`src/rtl/dot_req_master_pkg.sv`:
```
// Shared constants and types for the dot-product request master.
// Optional feature macro: DOT_REQ_TIMEOUT_EN (adds the WAIT-state timeout).
package dot_pkg;

   localparam int NIB_W       = 4;
   localparam int LANES       = 32;
   localparam int VEC_W       = 128;
   localparam int OUT_W       = 13;
   localparam int TIMEOUT_CYC = 16;
   localparam int BEAT_W      = $clog2(LANES);

   typedef enum logic [2:0] {
      ST_FILL    = 3'd0,
      ST_ISSUE_W = 3'd1,
      ST_ISSUE_I = 3'd2,
      ST_WAIT    = 3'd3,
      ST_RESP    = 3'd4
   } state_e;

endpackage

```
`src/rtl/dot_req_master_if.sv`:
```
// Bus bundle between the request master and its neighbours: upstream nibble
// stream, dot-engine operand/result signals, and the result handshake.
interface dot_req_master_if;
   import dot_pkg::*;

   logic                s_valid;
   logic                s_ready;
   logic [NIB_W-1:0]    s_nib;
   logic                s_kind;
   logic                in_valid;
   logic                weight_valid;
   logic [VEC_W-1:0]    I;
   logic [VEC_W-1:0]    W;
   logic                out_valid;
   logic [OUT_W-1:0]    OUT;
   logic                res_valid;
   logic                res_ready;
   logic [OUT_W-1:0]    res_data;
   logic                res_err;
   logic                proto_err;

   modport master (
      input  s_valid, s_nib, s_kind, out_valid, OUT, res_ready,
      output s_ready, in_valid, weight_valid, I, W,
             res_valid, res_data, res_err, proto_err
   );

   modport slave (
      output s_valid, s_nib, s_kind, out_valid, OUT, res_ready,
      input  s_ready, in_valid, weight_valid, I, W,
             res_valid, res_data, res_err, proto_err
   );

endinterface

```
`src/rtl/dot_req_master_nib_packer.sv`:
```
// Nibble packer shared by the input and weight operands: shifts accepted
// nibbles into a 128-bit vector, counts beats, latches the packet kind on
// beat 0 and flags a kind switch in the middle of a packet.
module dot_nib_packer
   import dot_pkg::*;
(
   input  logic               clk,
   input  logic               rst_n,
   input  logic               i_accept,
   input  logic [NIB_W-1:0]   i_nib,
   input  logic               i_kind,
   output logic               o_done,
   output logic               o_mismatch,
   output logic [VEC_W-1:0]   o_nextVec
);

   logic [VEC_W-1:0]  r_shift;
   logic [BEAT_W-1:0] r_beat;
   logic              r_kind;

   assign o_mismatch = i_accept && (r_beat != '0) && (i_kind != r_kind);
   assign o_done     = i_accept && !o_mismatch && (r_beat == BEAT_W'(LANES-1));
   assign o_nextVec  = {r_shift[VEC_W-NIB_W-1:0], i_nib};

   // Shift in each accepted nibble; a kind switch restarts the packet with
   // the switching nibble as beat 0, so the counter jumps straight to 1.
   always_ff @(posedge clk or negedge rst_n) begin
      if (!rst_n) begin
         r_shift <= '0;
         r_beat  <= '0;
         r_kind  <= 1'b0;
      end else if (i_accept) begin
         r_shift <= o_nextVec;
         if ((r_beat == '0) || o_mismatch) begin
            r_kind <= i_kind;
         end
         if (o_mismatch) begin
            r_beat <= BEAT_W'(1);
         end else begin
            r_beat <= r_beat + BEAT_W'(1);
         end
      end
   end

endmodule

```
`src/rtl/dot_req_master.sv`:
```
// Dot-product request master: packs 32-nibble weight and input packets,
// issues them to the dot engine, waits for the result and offers it on a
// valid/ready handshake. Define DOT_REQ_TIMEOUT_EN to give up waiting after
// a fixed number of cycles and return an error result instead.
module dot_req_master
   import dot_pkg::*;
(
   input  logic               clk,
   input  logic               rst_n,
   dot_req_master_if.master   bus
);

   state_e            r_state;
   logic [VEC_W-1:0]  r_i;
   logic [VEC_W-1:0]  r_w;
   logic [OUT_W-1:0]  r_resData;
   logic              r_protoErr;

   logic              w_accept;
   logic              w_done;
   logic              w_mismatch;
   logic [VEC_W-1:0]  w_nextVec;

`ifdef DOT_REQ_TIMEOUT_EN
   logic [3:0]        r_waitCnt;
   logic              r_resErr;
   logic              w_timeout;
`endif

   assign w_accept = bus.s_valid && bus.s_ready;

   dot_nib_packer u_packer (
      .clk        (clk),
      .rst_n      (rst_n),
      .i_accept   (w_accept),
      .i_nib      (bus.s_nib),
      .i_kind     (bus.s_kind),
      .o_done     (w_done),
      .o_mismatch (w_mismatch),
      .o_nextVec  (w_nextVec)
   );

   assign bus.s_ready      = (r_state == ST_FILL);
   assign bus.weight_valid = (r_state == ST_ISSUE_W);
   assign bus.in_valid     = (r_state == ST_ISSUE_I);
   assign bus.res_valid    = (r_state == ST_RESP);
   assign bus.I            = r_i;
   assign bus.W            = r_w;
   assign bus.res_data     = r_resData;
   assign bus.proto_err    = r_protoErr;

`ifdef DOT_REQ_TIMEOUT_EN
   assign bus.res_err = r_resErr;
   assign w_timeout   = (r_waitCnt == 4'(TIMEOUT_CYC-1));

   // Cycle counter for WAIT; it is cleared whenever we are elsewhere so each
   // job starts counting from zero.
   always_ff @(posedge clk or negedge rst_n) begin
      if (!rst_n) begin
         r_waitCnt <= '0;
      end else if (r_state == ST_WAIT) begin
         r_waitCnt <= r_waitCnt + 4'd1;
      end else begin
         r_waitCnt <= '0;
      end
   end
`else
   assign bus.res_err = 1'b0;
`endif

   // Main job sequencer: issue the finished packet, wait for the engine,
   // hold the result until taken. Protocol errors are registered one-cycle
   // pulses for a kind switch mid-packet or an unexpected engine strobe.
   always_ff @(posedge clk or negedge rst_n) begin
      if (!rst_n) begin
         r_state    <= ST_FILL;
         r_i        <= '0;
         r_w        <= '0;
         r_resData  <= '0;
         r_protoErr <= 1'b0;
`ifdef DOT_REQ_TIMEOUT_EN
         r_resErr   <= 1'b0;
`endif
      end else begin
         r_protoErr <= w_mismatch || (bus.out_valid && (r_state != ST_WAIT));
         case (r_state)
            ST_FILL: begin
               if (w_done) begin
                  if (bus.s_kind) begin
                     r_w     <= w_nextVec;
                     r_state <= ST_ISSUE_W;
                  end else begin
                     r_i     <= w_nextVec;
                     r_state <= ST_ISSUE_I;
                  end
               end
            end
            ST_ISSUE_W: begin
               r_state <= ST_FILL;
            end
            ST_ISSUE_I: begin
               r_state <= ST_WAIT;
            end
            ST_WAIT: begin
               if (bus.out_valid) begin
                  r_resData <= bus.OUT;
`ifdef DOT_REQ_TIMEOUT_EN
                  r_resErr  <= 1'b0;
`endif
                  r_state   <= ST_RESP;
               end
`ifdef DOT_REQ_TIMEOUT_EN
               else if (w_timeout) begin
                  r_resData <= {OUT_W{1'b1}};
                  r_resErr  <= 1'b1;
                  r_state   <= ST_RESP;
               end
`endif
            end
            ST_RESP: begin
               if (bus.res_ready) begin
                  r_state <= ST_FILL;
               end
            end
            default: begin
               r_state <= ST_FILL;
            end
         endcase
      end
   end

endmodule

```
`src/flat_wrapper.sv`:
```
// flat-port wrapper written by rule: the top's interface ports become plain ports
module dot_req_master_flat import dot_pkg::*;
  (clk, rst_n, bus_s_valid, bus_s_nib, bus_s_kind, bus_out_valid, bus_OUT, bus_res_ready, bus_s_ready, bus_in_valid, bus_weight_valid, bus_I, bus_W, bus_res_valid, bus_res_data, bus_res_err, bus_proto_err);
  dot_req_master_if bus_i ();
  input  logic clk;
  input  logic rst_n;
  input wire logic [$bits(bus_i.s_valid)-1:0] bus_s_valid;
  input wire logic [$bits(bus_i.s_nib)-1:0] bus_s_nib;
  input wire logic [$bits(bus_i.s_kind)-1:0] bus_s_kind;
  input wire logic [$bits(bus_i.out_valid)-1:0] bus_out_valid;
  input wire logic [$bits(bus_i.OUT)-1:0] bus_OUT;
  input wire logic [$bits(bus_i.res_ready)-1:0] bus_res_ready;
  output wire logic [$bits(bus_i.s_ready)-1:0] bus_s_ready;
  output wire logic [$bits(bus_i.in_valid)-1:0] bus_in_valid;
  output wire logic [$bits(bus_i.weight_valid)-1:0] bus_weight_valid;
  output wire logic [$bits(bus_i.I)-1:0] bus_I;
  output wire logic [$bits(bus_i.W)-1:0] bus_W;
  output wire logic [$bits(bus_i.res_valid)-1:0] bus_res_valid;
  output wire logic [$bits(bus_i.res_data)-1:0] bus_res_data;
  output wire logic [$bits(bus_i.res_err)-1:0] bus_res_err;
  output wire logic [$bits(bus_i.proto_err)-1:0] bus_proto_err;
  assign bus_i.s_valid = bus_s_valid;
  assign bus_i.s_nib = bus_s_nib;
  assign bus_i.s_kind = bus_s_kind;
  assign bus_i.out_valid = bus_out_valid;
  assign bus_i.OUT = bus_OUT;
  assign bus_i.res_ready = bus_res_ready;
  assign bus_s_ready = bus_i.s_ready;
  assign bus_in_valid = bus_i.in_valid;
  assign bus_weight_valid = bus_i.weight_valid;
  assign bus_I = bus_i.I;
  assign bus_W = bus_i.W;
  assign bus_res_valid = bus_i.res_valid;
  assign bus_res_data = bus_i.res_data;
  assign bus_res_err = bus_i.res_err;
  assign bus_proto_err = bus_i.proto_err;
  dot_req_master u_core (.clk(clk), .rst_n(rst_n), .bus(bus_i));
endmodule
```
`config.mk`:
```
export PLATFORM = sky130hd
export DESIGN_NAME = dot_req_master_flat
export DESIGN_NICKNAME = d
export VERILOG_FILES = /design/src/rtl/dot_req_master_pkg.sv /design/src/rtl/dot_req_master_if.sv /design/src/rtl/dot_req_master_nib_packer.sv /design/src/rtl/dot_req_master.sv /design/src/flat_wrapper.sv
export SDC_FILE = /design/constraint.sdc
export NUM_CORES = 1
export LEC_CHECK = 0
export BUFFER_PORTS_ARGS = -buffer_cell sky130_fd_sc_hd__buf_2
export CAP_MARGIN = 20
export CELL_PAD_IN_SITES_DETAIL_PLACEMENT = 1
export CELL_PAD_IN_SITES_GLOBAL_PLACEMENT = 1
export CORE_MARGIN = 2
export CORE_UTILIZATION = 45
export DETAILED_ROUTE_END_ITERATION = 8
export PLACE_DENSITY = 0.79
export SLEW_MARGIN = 25
export SYNTH_ARGS = -nofsm -noshare
export SYNTH_HDL_FRONTEND = slang
export SYNTH_SLANG_ARGS = --single-unit
```
`constraint.sdc`:
```
create_clock -name clk -period 2.89 [get_ports clk]
set_clock_uncertainty 0.2 [all_clocks]
set_input_delay 0.4335 -clock clk [delete_from_list [all_inputs] [get_ports clk]]
set_output_delay 0.4335 -clock clk [all_outputs]
set_load 0.005 [all_outputs]
```
==> summary.txt, run 1 <==
Critical path
  • Critical Path Source Type: register
  • Crit Path Class: register to register
  • Worst-path fanout max: 51
  • Setup crit end kind: register
  • Critical Path AT: 2.83 ns
  • Crit path launch: u_core.u_packer.r_beat[0]$_DFFE_PN0P_
  • Critical path data required time: 3.10 ns
  • Reg2Reg Launch Point: u_core.u_packer.r_beat[0]$_DFFE_PN0P_

CTS
  • H-tree level count: 2
  • Clock Path Buffers: 3
  • # clock sinks: 403
  • Hold-fix buffers, CTS: 20
  • CTS tree: built
  • Post-CTS Resized: 0
  • Reg clk slew, reported paths: 0.06 ns
  • # Post-CTS Setup Buffers: 0
  • Num CTS Buffers: 43
  • Root buffer cell: clkbuf_16
  • Clk_lat worst skew: 0.53 ns

Pwr
  • Comb pwr share: 5.3%
  • Clock Power Share: 43.2%
  • Power Internal: 9300 uW
  • VDD IR-drop max: 0.466 mV
  • Leak Pwr: 0.0116 uW
  • Sw frac: 24.5%
  • Reg power frac: 51.5%
  • P per Cell Area: 626 mW/mm^2
  • Psw: 3020 uW

Cells and area
  • Post-Layout Cell Count: 1978
  • Layout cells sized above 1: 43.5%
  • N_diodes: 0
  • Syn-to-layout area delta: 20.8%
  • Fin nets: 1513

Detailed routing
  • Via/cell ratio: 5.12
  • Remaining DRCs: 0
  • Post-DR wirelength/cell: 20.7 microns
  • Initial drt markers: 403
  • Post-Route WL: 40900 microns
  • DRT Pass-1 Iters: 6
  • Via count: 10100
  • Antenna-violating nets left: 0

Timing
  • TNS Setup: 0 ns
  • Fmax achieved: 0.382 GHz
  • Worst slew pin tran: 0.690 ns
  • Slew headroom: 53.9%
  • Hold Vio Cnt, Final: 0
  • Period utilization: 90.5%
  • Final min period: 2.62 ns
  • Final setup viols: 0
  • RSZ-0062 raised after global routing: no
  • Max-slew violations: 0

Yosys
  • Syn_nets: 1182
  • Syn Area/Cell: 14.1 sq um
  • Register bit total from synthesis: 403
  • Top post-synthesis cells by count: 403 x dfrtp_1, 382 x nand2_1, 200 x mux2_4
  • Cell taking the most area after synthesis: dfrtp_1
  • Top-area cell type share of the netlist area: 61.9%
  • Synth unique cells: 34
  • Synth warn: 0
  • Primary FF master, synth: dfrtp_1
  • Seq/Total Area, Yosys: 61.9%
  • Synth area leaders: dfrtp_1 62%, mux2_4 18%, nand2_1 8.8%
  • Post-synth EDFFs: 0
  • Async set or reset register ratio after synthesis: 100%
  • Cells after synthesis: 1156
  • Mapped Area: 0.0163 sq mm
  • Most frequent cell after synthesis: dfrtp_1

Hold path
  • Min-Delay Path Class: input pin to register
  • Worst hold path startpoint: bus_s_kind

GRT
  • First-pass GRT wire length: 66000 microns
  • Vias in the first global route: 11300
  • Total GRT Usage: 21.8%
  • GR Overflow Total: 0
  • Largest net degree at the start of global routing: 76
  • Initial antenna violation count: 0

Floorplan
  • Die height: 194 microns
  • Core area: 0.0356 sq mm
  • Initial core utilization: 45.8%
  • DIE AREA: 0.0377 sq mm
  • Ports: 298
  • Rows: 69
  • Die X: 194 microns

Place
  • Final Wtd Congestion: 0.764
  • Cell Count Post-Placement: 1883
  • Post-DP HPWL: 27300 microns
  • Port buffer count: 296

Status
  • Status: completed

Flow run
  • Max Cap Viol: 0
-- worst max-delay path, cell delays in order, from the launching register on --
cell and delay (ns):
dfrtp_1 0.41, ha_1 0.24, and3_2 0.22, ha_1 0.18, and2_1 0.23, o2111ai_4 0.19, buf_12 0.36, mux2_4 0.35
-- cells in the final DEF, fill, tap and decap left out, types with 2 or more instances in the layout --
cell and n:
o21ai_0 3, clkbuf_1 15, a21oi_1 3, nor2_1 2, o2111ai_4 2, buf_4 17
dfrtp_1 403, o311ai_0 3, nor4b_4 2, buf_2 295, nand2_1 382, clkbuf_16 43
o2111ai_1 3, mux2_1 4, bufinv_16 2, dlygate4sd3_1 20, mux2_2 65, inv_6 2
ha_1 3, clkbuf_8 8, buf_12 14, and2_1 2, clkinv_2 4, mux2_4 200
inv_1 6
-- final timing paths --
kind	endpoint	slack [ns]	depth (start not counted)
worst max-delay path	u_core.bus.I[42]$_DFFE_PN0P_	0.27	7
worst min-delay path	u_core.r_state[0]$_DFFE_PN0P_	0.12	3
worst max register to register	u_core.bus.I[42]$_DFFE_PN0P_	0.27	7
worst min register to register	u_core.bus.res_data[1]$_DFFE_PN0P_	0.30	1
max in group asynchronous	u_core.bus.I[101]$_DFFE_PN0P_	1.37	3
min in group asynchronous	u_core.bus.I[61]$_DFFE_PN0P_	0.31	2
-- sequential cells by signal, indices dropped and copies added (netlist names) --
register	count
u_core.bus.proto_err	1
u_core.r_state	3
u_core.u_packer.r_kind	1
u_core.bus.W	128
u_core.u_packer.r_beat	5
u_core.bus.res_data	13
u_core.bus.I	128
u_core.u_packer.r_shift	124
-- final cells by class --
type / instances / area [sq um]
fill: 3579 / 15900
sequential: 403 / 10100
multi-input combinational: 686 / 5550
timing repair buffer: 347 / 2100
clock buffer: 66 / 1240
tap: 461 / 577
clock inverter: 9 / 105
inverter: 6 / 22.5
-- metrics by stage --
step	utilization (%)	area [sq um]	hold WS, ns	power (uW)	setup slack [ns]
after global routing	55.3	19700	0.147	12800	0.232
after floorplan	-	16300	-0.0621	6630	0.589
final	55.3	19700	0.118	12300	0.273
after global placement	51.0	18100	0.273	6990	0.370
after CTS	55.3	19700	0.0877	12500	0.263
after detailed placement	51.0	18100	0.274	7080	0.281
-- logic make-up (layout without fill, tap and decap cells) --
family                   Yosys count  in the layout  synth area share [%]
flip-flops                       403            403                  61.9
AND/OR/NAND/NOR                  395            395                  9.47
XOR/XNOR                           1              1                0.0999
multiplexers                     269            269                  23.2
adder cells (fa/ha/maj)            3              3                 0.230
buffers and inverters             67            428                  4.23
other                              1              1                0.0230
AO/OA/AOI/OAI                     17             17                 0.845
-- power by group through the flow --
stage | combinational, uW | clock (uW) | sequential, uW
2_1_floorplan | 360 | 0 | 6270
3_3_place_gp | 584 | 0 | 6410
3_5_place_dp | 643 | 0 | 6440
4_1_cts | 674 | 5460 | 6340
5_1_grt | 757 | 5660 | 6390
6_report | 655 | 5330 | 6340
-- routing by layer --
metal | share of wire, % | wire, microns | vias up | global-route usage [%]
met5 | 0 | 0 | - | 0
met3 | 6.1 | 2510 | 66 | 5.50
met2 | 49 | 20200 | 276 | 37.0
met1 | 42 | 17400 | 5307 | 28.1
met4 | 2.1 | 841 | 0 | 5.27
li1 | - | - | 4471 | -
(Power assumes the default switching activity.)
==> run 2: changes to the inputs <==
--- a/config.mk
+++ b/config.mk
@@ -10,9 +10,9 @@
 export CELL_PAD_IN_SITES_DETAIL_PLACEMENT = 1
 export CELL_PAD_IN_SITES_GLOBAL_PLACEMENT = 1
 export CORE_MARGIN = 2
-export CORE_UTILIZATION = 45
+export CORE_UTILIZATION = 49
 export DETAILED_ROUTE_END_ITERATION = 8
-export PLACE_DENSITY = 0.79
+export PLACE_DENSITY = 0.85
 export SLEW_MARGIN = 25
 export SYNTH_ARGS = -nofsm -noshare
 export SYNTH_HDL_FRONTEND = slang
==> constraint.sdc (replaced) <==
create_clock -name clk -period 3.4 [get_ports clk]
set_clock_uncertainty 0.2 [all_clocks]
set_input_delay 0.68 -clock clk [delete_from_list [all_inputs] [get_ports clk]]
set_output_delay 0.68 -clock clk [all_outputs]
set_load 0.005 [all_outputs]
==> summary.txt, run 2 (synthesized netlist as in run 1, its figures left out) <==
Status
  • Status: completed

GRT
  • First-pass GRT wire length: 67900 microns (+3.0%)
  • Largest net degree at the start of global routing: 90 (+18%)
  • Vias in the first global route: 11300 (+0.55%)
  • Initial antenna violation count: 0 (unchanged)
  • Total GRT Usage: 24.7% (+2.9 points)
  • GR Overflow Total: 0 (unchanged)

Cells and area
  • Commonest non-fill, non-tap cell in the layout: dfrtp_1
  • Fin nets: 1496 (-1.1%)
  • Syn-to-layout area delta: 19.9%
  • N_diodes: 0 (unchanged)
  • Util after Layout: 59.9% (+4.6 points)
  • Most frequent cells in the layout: 403 x dfrtp_1, 382 x nand2_1, 295 x buf_2
  • Layout cells sized above 1: 44.5% (+1.0 points)

CTS
  • CTS tree: built
  • Clk_lat worst skew: 0.53 ns (about the same)
  • # clock sinks: 403 (unchanged)
  • Num CTS Buffers: 42 (-2.3%)
  • # Post-CTS Setup Buffers: 0 (unchanged)
  • Reg clk slew, reported paths: 0.06 ns (about the same)
  • H-tree level count: 2 (unchanged)
  • Root buffer cell: clkbuf_16
  • Clock Path Buffers: 3 (unchanged)

Detailed routing
  • Via count: 10100 (-0.22%)
  • DRT Pass-1 Iters: 4 (-2)
  • Post-Route WL: 42700 microns (+4.6%)
  • Remaining DRCs: 0 (unchanged)
  • Initial drt markers: 540 (+34%)
  • Via/cell ratio: 5.20 (+1.6%)
  • Post-DR wirelength/cell: 22.0 microns (+6.5%)
  • Antenna-violating nets left: 0 (unchanged)

Timing
  • Hold Vio Cnt, Final: 0 (unchanged)
  • Slew headroom: 35.0% (-19 points)
  • RSZ-0062 raised after global routing: no
  • Fmax achieved: 0.351 GHz (-8.2%)
  • TNS Setup: 0 ns (unchanged)
  • Worst slew pin tran: 0.974 ns (+0.285 ns)
  • Max-slew violations: 0 (unchanged)
  • Final min period: 2.85 ns (+0.235 ns)
  • Final setup viols: 0 (unchanged)
  • Period utilization: 83.9% (-6.7 points)

Critical path
  • Critical Path AT: 3.05 ns (+0.22 ns)
  • Setup crit end kind: register
  • Critical path data required time: 3.60 ns (+0.50 ns)
  • Worst-case reg-to-reg path depth: 7 (unchanged)
  • Critical Path Source Type: register
  • Crit path launch: u_core.u_packer.r_beat[0]$_DFFE_PN0P_
  • Reg2Reg Launch Point: u_core.u_packer.r_beat[0]$_DFFE_PN0P_
  • Crit Path Class: register to register
  • Worst-path fanout max: 22 (-57%)

Hold path
  • Min-Delay Path Class: input pin to register
  • Worst hold path startpoint: bus_res_ready
  • Hold-critical path depth: 2 (-1)

Floorplan
  • Ports: 298 (unchanged)
  • DIE AREA: 0.0347 sq mm (-8.0%)
  • Die height: 186 microns (-4.1%)
  • Core area: 0.0326 sq mm (-8.3%)
  • Rows: 66 (-4.3%)
  • Initial core utilization: 49.9% (+4.1 points)
  • Die X: 186 microns (-4.1%)

Place
  • Port buffer count: 296 (unchanged)
  • Post-DP HPWL: 27500 microns (+0.79%)
  • Final Wtd Congestion: 0.767 (+0.46%)

Pwr
  • VDD IR-drop max: 0.402 mV (-14%)
  • P per Cell Area: 536 mW/mm^2 (-14%)
  • Leak Pwr: 0.0116 uW (-0.29%)

Flow run
  • Max Cap Viol: 0 (unchanged)
==> run 2: changes by cell type in the layout (fill, tap and decap cells not counted), sizes merged <==
cell / delta
clkbuf: -5
inv: -1
clkinv: +5
dlygate4sd3: -19
buf: +3
==> run 2: layer usage <==
metal | up-vias | GRT usage [%] | share of wire [%]
met3 | 80 | 6.24 | 6.7
met5 | - | 0 | 0
met1 | 5262 | 31.3 | 41
met4 | 0 | 7.20 | 2.7
met2 | 320 | 42.1 | 50
li1 | 4436 | - | -
==> run 2: power by group <==
| group | leakage (uW) | internal (uW) | switching (uW) |
|---|---|---|---|
| logic | 0.00538 | 186 | 371 |
| clock network | 0.000674 | 2670 | 1880 |
| registers | 0.00556 | 5050 | 330 |
| total | 0.0116 | 7900 | 2580 |
==> run 2: final cells by class <==
| type | count | area [sq um] |
|---|---|---|
| clock buffer | 61 | 1230 |
| multi-input combinational | 686 | 5550 |
| inverter | 6 | 22.5 |
| fill | 3265 | 13100 |
| clock inverter | 13 | 125 |
| sequential | 403 | 10100 |
| timing repair buffer | 331 | 1970 |
| tap | 442 | 553 |
==> run 2: stage by stage <==
stage | setup WS (ns) | instance area (sq um) | total power, uW | std cells | hold WS (ns)
6_report | 0.548 | 19500 | 10500 | 1942 | 0.180
5_1_grt | 0.405 | 19500 | 10900 | 1942 | 0.183
3_3_place_gp | 0.513 | 18200 | 5920 | 1866 | 0.269
2_1_floorplan | 1.10 | 16300 | 5630 | 1156 | 0.184
4_1_cts | 0.518 | 19500 | 10600 | 1941 | 0.157
3_5_place_dp | 0.451 | 18200 | 6000 | 1866 | 0.281
==> run 2: worst paths after layout <==
kind / end / slack (ns)
worst max-delay path: u_core.bus.W[34]$_DFFE_PN0P_ / 0.55
worst min-delay path: u_core.r_state[2]$_DFFE_PN0P_ / 0.18
worst max register to register: u_core.bus.W[34]$_DFFE_PN0P_ / 0.55
worst min register to register: u_core.bus.W[114]$_DFFE_PN0P_ / 0.30
max in group asynchronous: u_core.bus.W[124]$_DFFE_PN0P_ / 1.46
min in group asynchronous: u_core.bus.W[58]$_DFFE_PN0P_ / 0.55
==> run 2: worst max-delay path, cell delays in order (launching register included) <==
cell	delay, ns
dfrtp_1	0.41
ha_1	0.22
and3_2	0.20
ha_1	0.13
and2_1	0.28
o2111ai_4	0.54
buf_12	0.40
mux2_4	0.32
==> run 2: repair_timing <==
item	in CTS	in global routing
hold buffers	1	0
resized for setup	0	0
hold endpoints to repair	63	0
endpoints found under the setup margin	0	0
==> run 3: changes to the inputs <==
--- a/config.mk
+++ b/config.mk
@@ -10,9 +10,9 @@
 export CELL_PAD_IN_SITES_DETAIL_PLACEMENT = 1
 export CELL_PAD_IN_SITES_GLOBAL_PLACEMENT = 1
 export CORE_MARGIN = 2
-export CORE_UTILIZATION = 49
+export CORE_UTILIZATION = 41
 export DETAILED_ROUTE_END_ITERATION = 8
-export PLACE_DENSITY = 0.85
+export PLACE_DENSITY = 0.76
 export SLEW_MARGIN = 25
 export SYNTH_ARGS = -nofsm -noshare
 export SYNTH_HDL_FRONTEND = slang
==> constraint.sdc (replaced) <==
create_clock -name clk -period 2.62 [get_ports clk]
set_clock_uncertainty 0.2 [all_clocks]
set_input_delay 0.524 -clock clk [delete_from_list [all_inputs] [get_ports clk]]
set_output_delay 0.524 -clock clk [all_outputs]
set_load 0.005 [all_outputs]
==> summary.txt, run 3 (synthesized netlist as in run 1, its figures left out) <==
CTS
  • # clock sinks: 403 (unchanged)
  • Root buffer cell: clkbuf_16
  • Num CTS Buffers: 44 (+4.8%)
  • CTS tree: built
  • Reg clk slew, reported paths: 0.07 ns (about the same)
  • H-tree level count: 2 (unchanged)
  • Clk_lat worst skew: 0.57 ns (+0.04 ns)
  • Clock Path Buffers: 3 (unchanged)

Pwr
  • Leak Pwr: 0.0120 uW (+3.0%)
  • P per Cell Area: 688 mW/mm^2 (+28%)
  • VDD IR-drop max: 0.498 mV (+24%)

Timing
  • Final min period: 2.54 ns (-0.310 ns)
  • Hold Vio Cnt, Final: 0 (unchanged)
  • Slew headroom: 65.1% (+30 points)
  • Period utilization: 97.0% (+13 points)
  • Max-slew violations: 0 (unchanged)
  • Fmax achieved: 0.393 GHz (+12%)
  • Final setup viols: 0 (unchanged)
  • Worst slew pin tran: 0.524 ns (-0.451 ns)

Detailed routing
  • Remaining DRCs: 0 (unchanged)
  • Post-Route WL: 42700 microns (about the same)
  • Via/cell ratio: 4.91 (-5.6%)
  • Post-DR wirelength/cell: 20.4 microns (-7.2%)
  • Antenna-violating nets left: 0 (unchanged)
  • DRT Pass-1 Iters: 5 (+1)
  • Initial drt markers: 452 (-16%)
  • Via count: 10300 (+1.6%)

Cells and area
  • Fin nets: 1557 (+4.1%)
  • Most frequent cells in the layout: 403 x dfrtp_1, 382 x nand2_1, 295 x buf_2
  • Layout cells sized above 1: 45.5% (+0.99 points)
  • Fin area: 0.0203 sq mm (+4.1%)
  • Commonest non-fill, non-tap cell in the layout: dfrtp_1
  • Post-Layout Cell Count: 2090 (+7.6%)
  • Syn-to-layout area delta: 24.9%

Floorplan
  • Initial core utilization: 41.3% (-8.7 points)
  • DIE AREA: 0.0413 sq mm (+19%)
  • Die height: 203 microns (+9.1%)
  • Core area: 0.0395 sq mm (+21%)
  • Die X: 203 microns (+9.1%)
  • Rows: 73 (+11%)
  • Ports: 298 (unchanged)

Critical path
  • Crit Path Class: register to register
  • Critical Path AT: 2.79 ns (-0.26 ns)
  • Critical Path Source Type: register
  • Worst-path fanout max: 16 (-27%)
  • Setup crit end kind: register
  • Critical path data required time: 2.87 ns (-0.73 ns)

GRT
  • Total GRT Usage: 20.6% (-4.1 points)
  • Vias in the first global route: 11300 (-0.24%)
  • Initial antenna violation count: 1 (+1)
  • GR Overflow Total: 0 (unchanged)
  • Largest net degree at the start of global routing: 73 (-19%)
  • First-pass GRT wire length: 66800 microns (-1.7%)

Place
  • Final Wtd Congestion: 0.770 (+0.35%)
  • Post-DP HPWL: 27900 microns (+1.2%)
  • Port buffer count: 296 (unchanged)
  • Placed cell area: 0.0185 sq mm (+1.9%)
  • Cell Count Post-Placement: 1970 (+5.6%)

Flow run
  • Max Cap Viol: 0 (unchanged)

Hold path
  • Min-Delay Path Class: input pin to register

Status
  • Status: completed
[run 3: cell count changes in the layout (fill, tap and decap cells not counted), moves of 3 or more]
cell | previous run | this run
buf_4 | 17 | 47
dlygate4sd3_1 | 1 | 20
buf_12 | 17 | 24
clkbuf_16 | 43 | 46
[run 3: timing repair]
item / 4_1_cts / 5_1_grt
setup endpoints to repair: 0 / 145
gates resized for setup: 0 / 3
buffers inserted: 0 / 19
hold buffers: 20 / 0
endpoints found under the hold margin: 62 / 0
[run 3: area by class of cell]
| cell class | instances | area [sq um] |
|---|---|---|
| diodes | 1 | 2.50 |
| clock buffers | 64 | 1280 |
| clock inverters | 15 | 170 |
| fillers | 4057 | 19100 |
| inverters | 6 | 22.5 |
| multi-input cells | 686 | 5550 |
| flip-flops and latches | 403 | 10100 |
| well taps | 525 | 657 |
| repair buffers | 390 | 2570 |
[run 3: routing by layer]
metal	share of wire (%)	routed length [microns]	GRT usage (%)
met5	0	0	0
met4	2.4	1030	7.19
met3	5.6	2400	4.15
met2	49	21100	34.7
met1	43	18200	26.6
[run 3: path summary, 6_finish.rpt]
check,depth (start not counted),to,from,slack [ns]
max,8,u_core.bus.I[75]$_DFFE_PN0P_,u_core.u_packer.r_beat[0]$_DFFE_PN0P_,0.08
max in group asynchronous,3,u_core.u_packer.r_shift[96]$_DFFE_PN0P_,rst_n,1.13
min,3,u_core.r_state[0]$_DFFE_PN0P_,bus_s_kind,0.15
min reg2reg,1,u_core.bus.W[114]$_DFFE_PN0P_,u_core.bus.W[114]$_DFFE_PN0P_,0.29
min in group asynchronous,2,u_core.bus.W[59]$_DFFE_PN0P_,rst_n,0.30
max reg2reg,8,u_core.bus.I[75]$_DFFE_PN0P_,u_core.u_packer.r_beat[0]$_DFFE_PN0P_,0.08
[run 3: where the power goes]
part	internal [uW]	switching (uW)	leakage [uW]	total (uW)
clock	3690	2560	0.000715	6250
combinational	276	470	0.00569	745
sequential	6550	450	0.00556	7000
[run 3: through the flow]
step	hold WS (ns)	TNS (ns)	setup WS, ns	util, %	power, uW
2_1_floorplan	0.0284	0	0.319	-	7310
3_3_place_gp	0.272	0	0.138	46.9	7740
3_5_place_dp	0.280	0	0.0663	46.9	7830
4_1_cts	0.114	0	0.0305	51.1	14200
5_1_grt	0.128	-0.00470	-0.00265	51.6	14600
6_report	0.148	0	0.0782	51.6	14000
[run 3: worst max-delay path, cell delays in order (launching register included)]
cell       delay, ns
dfrtp_1         0.41
ha_1            0.24
and3_2          0.23
ha_1            0.17
and2_2          0.24
o2111ai_4       0.18
buf_12          0.24
buf_4           0.19
mux2_4          0.31
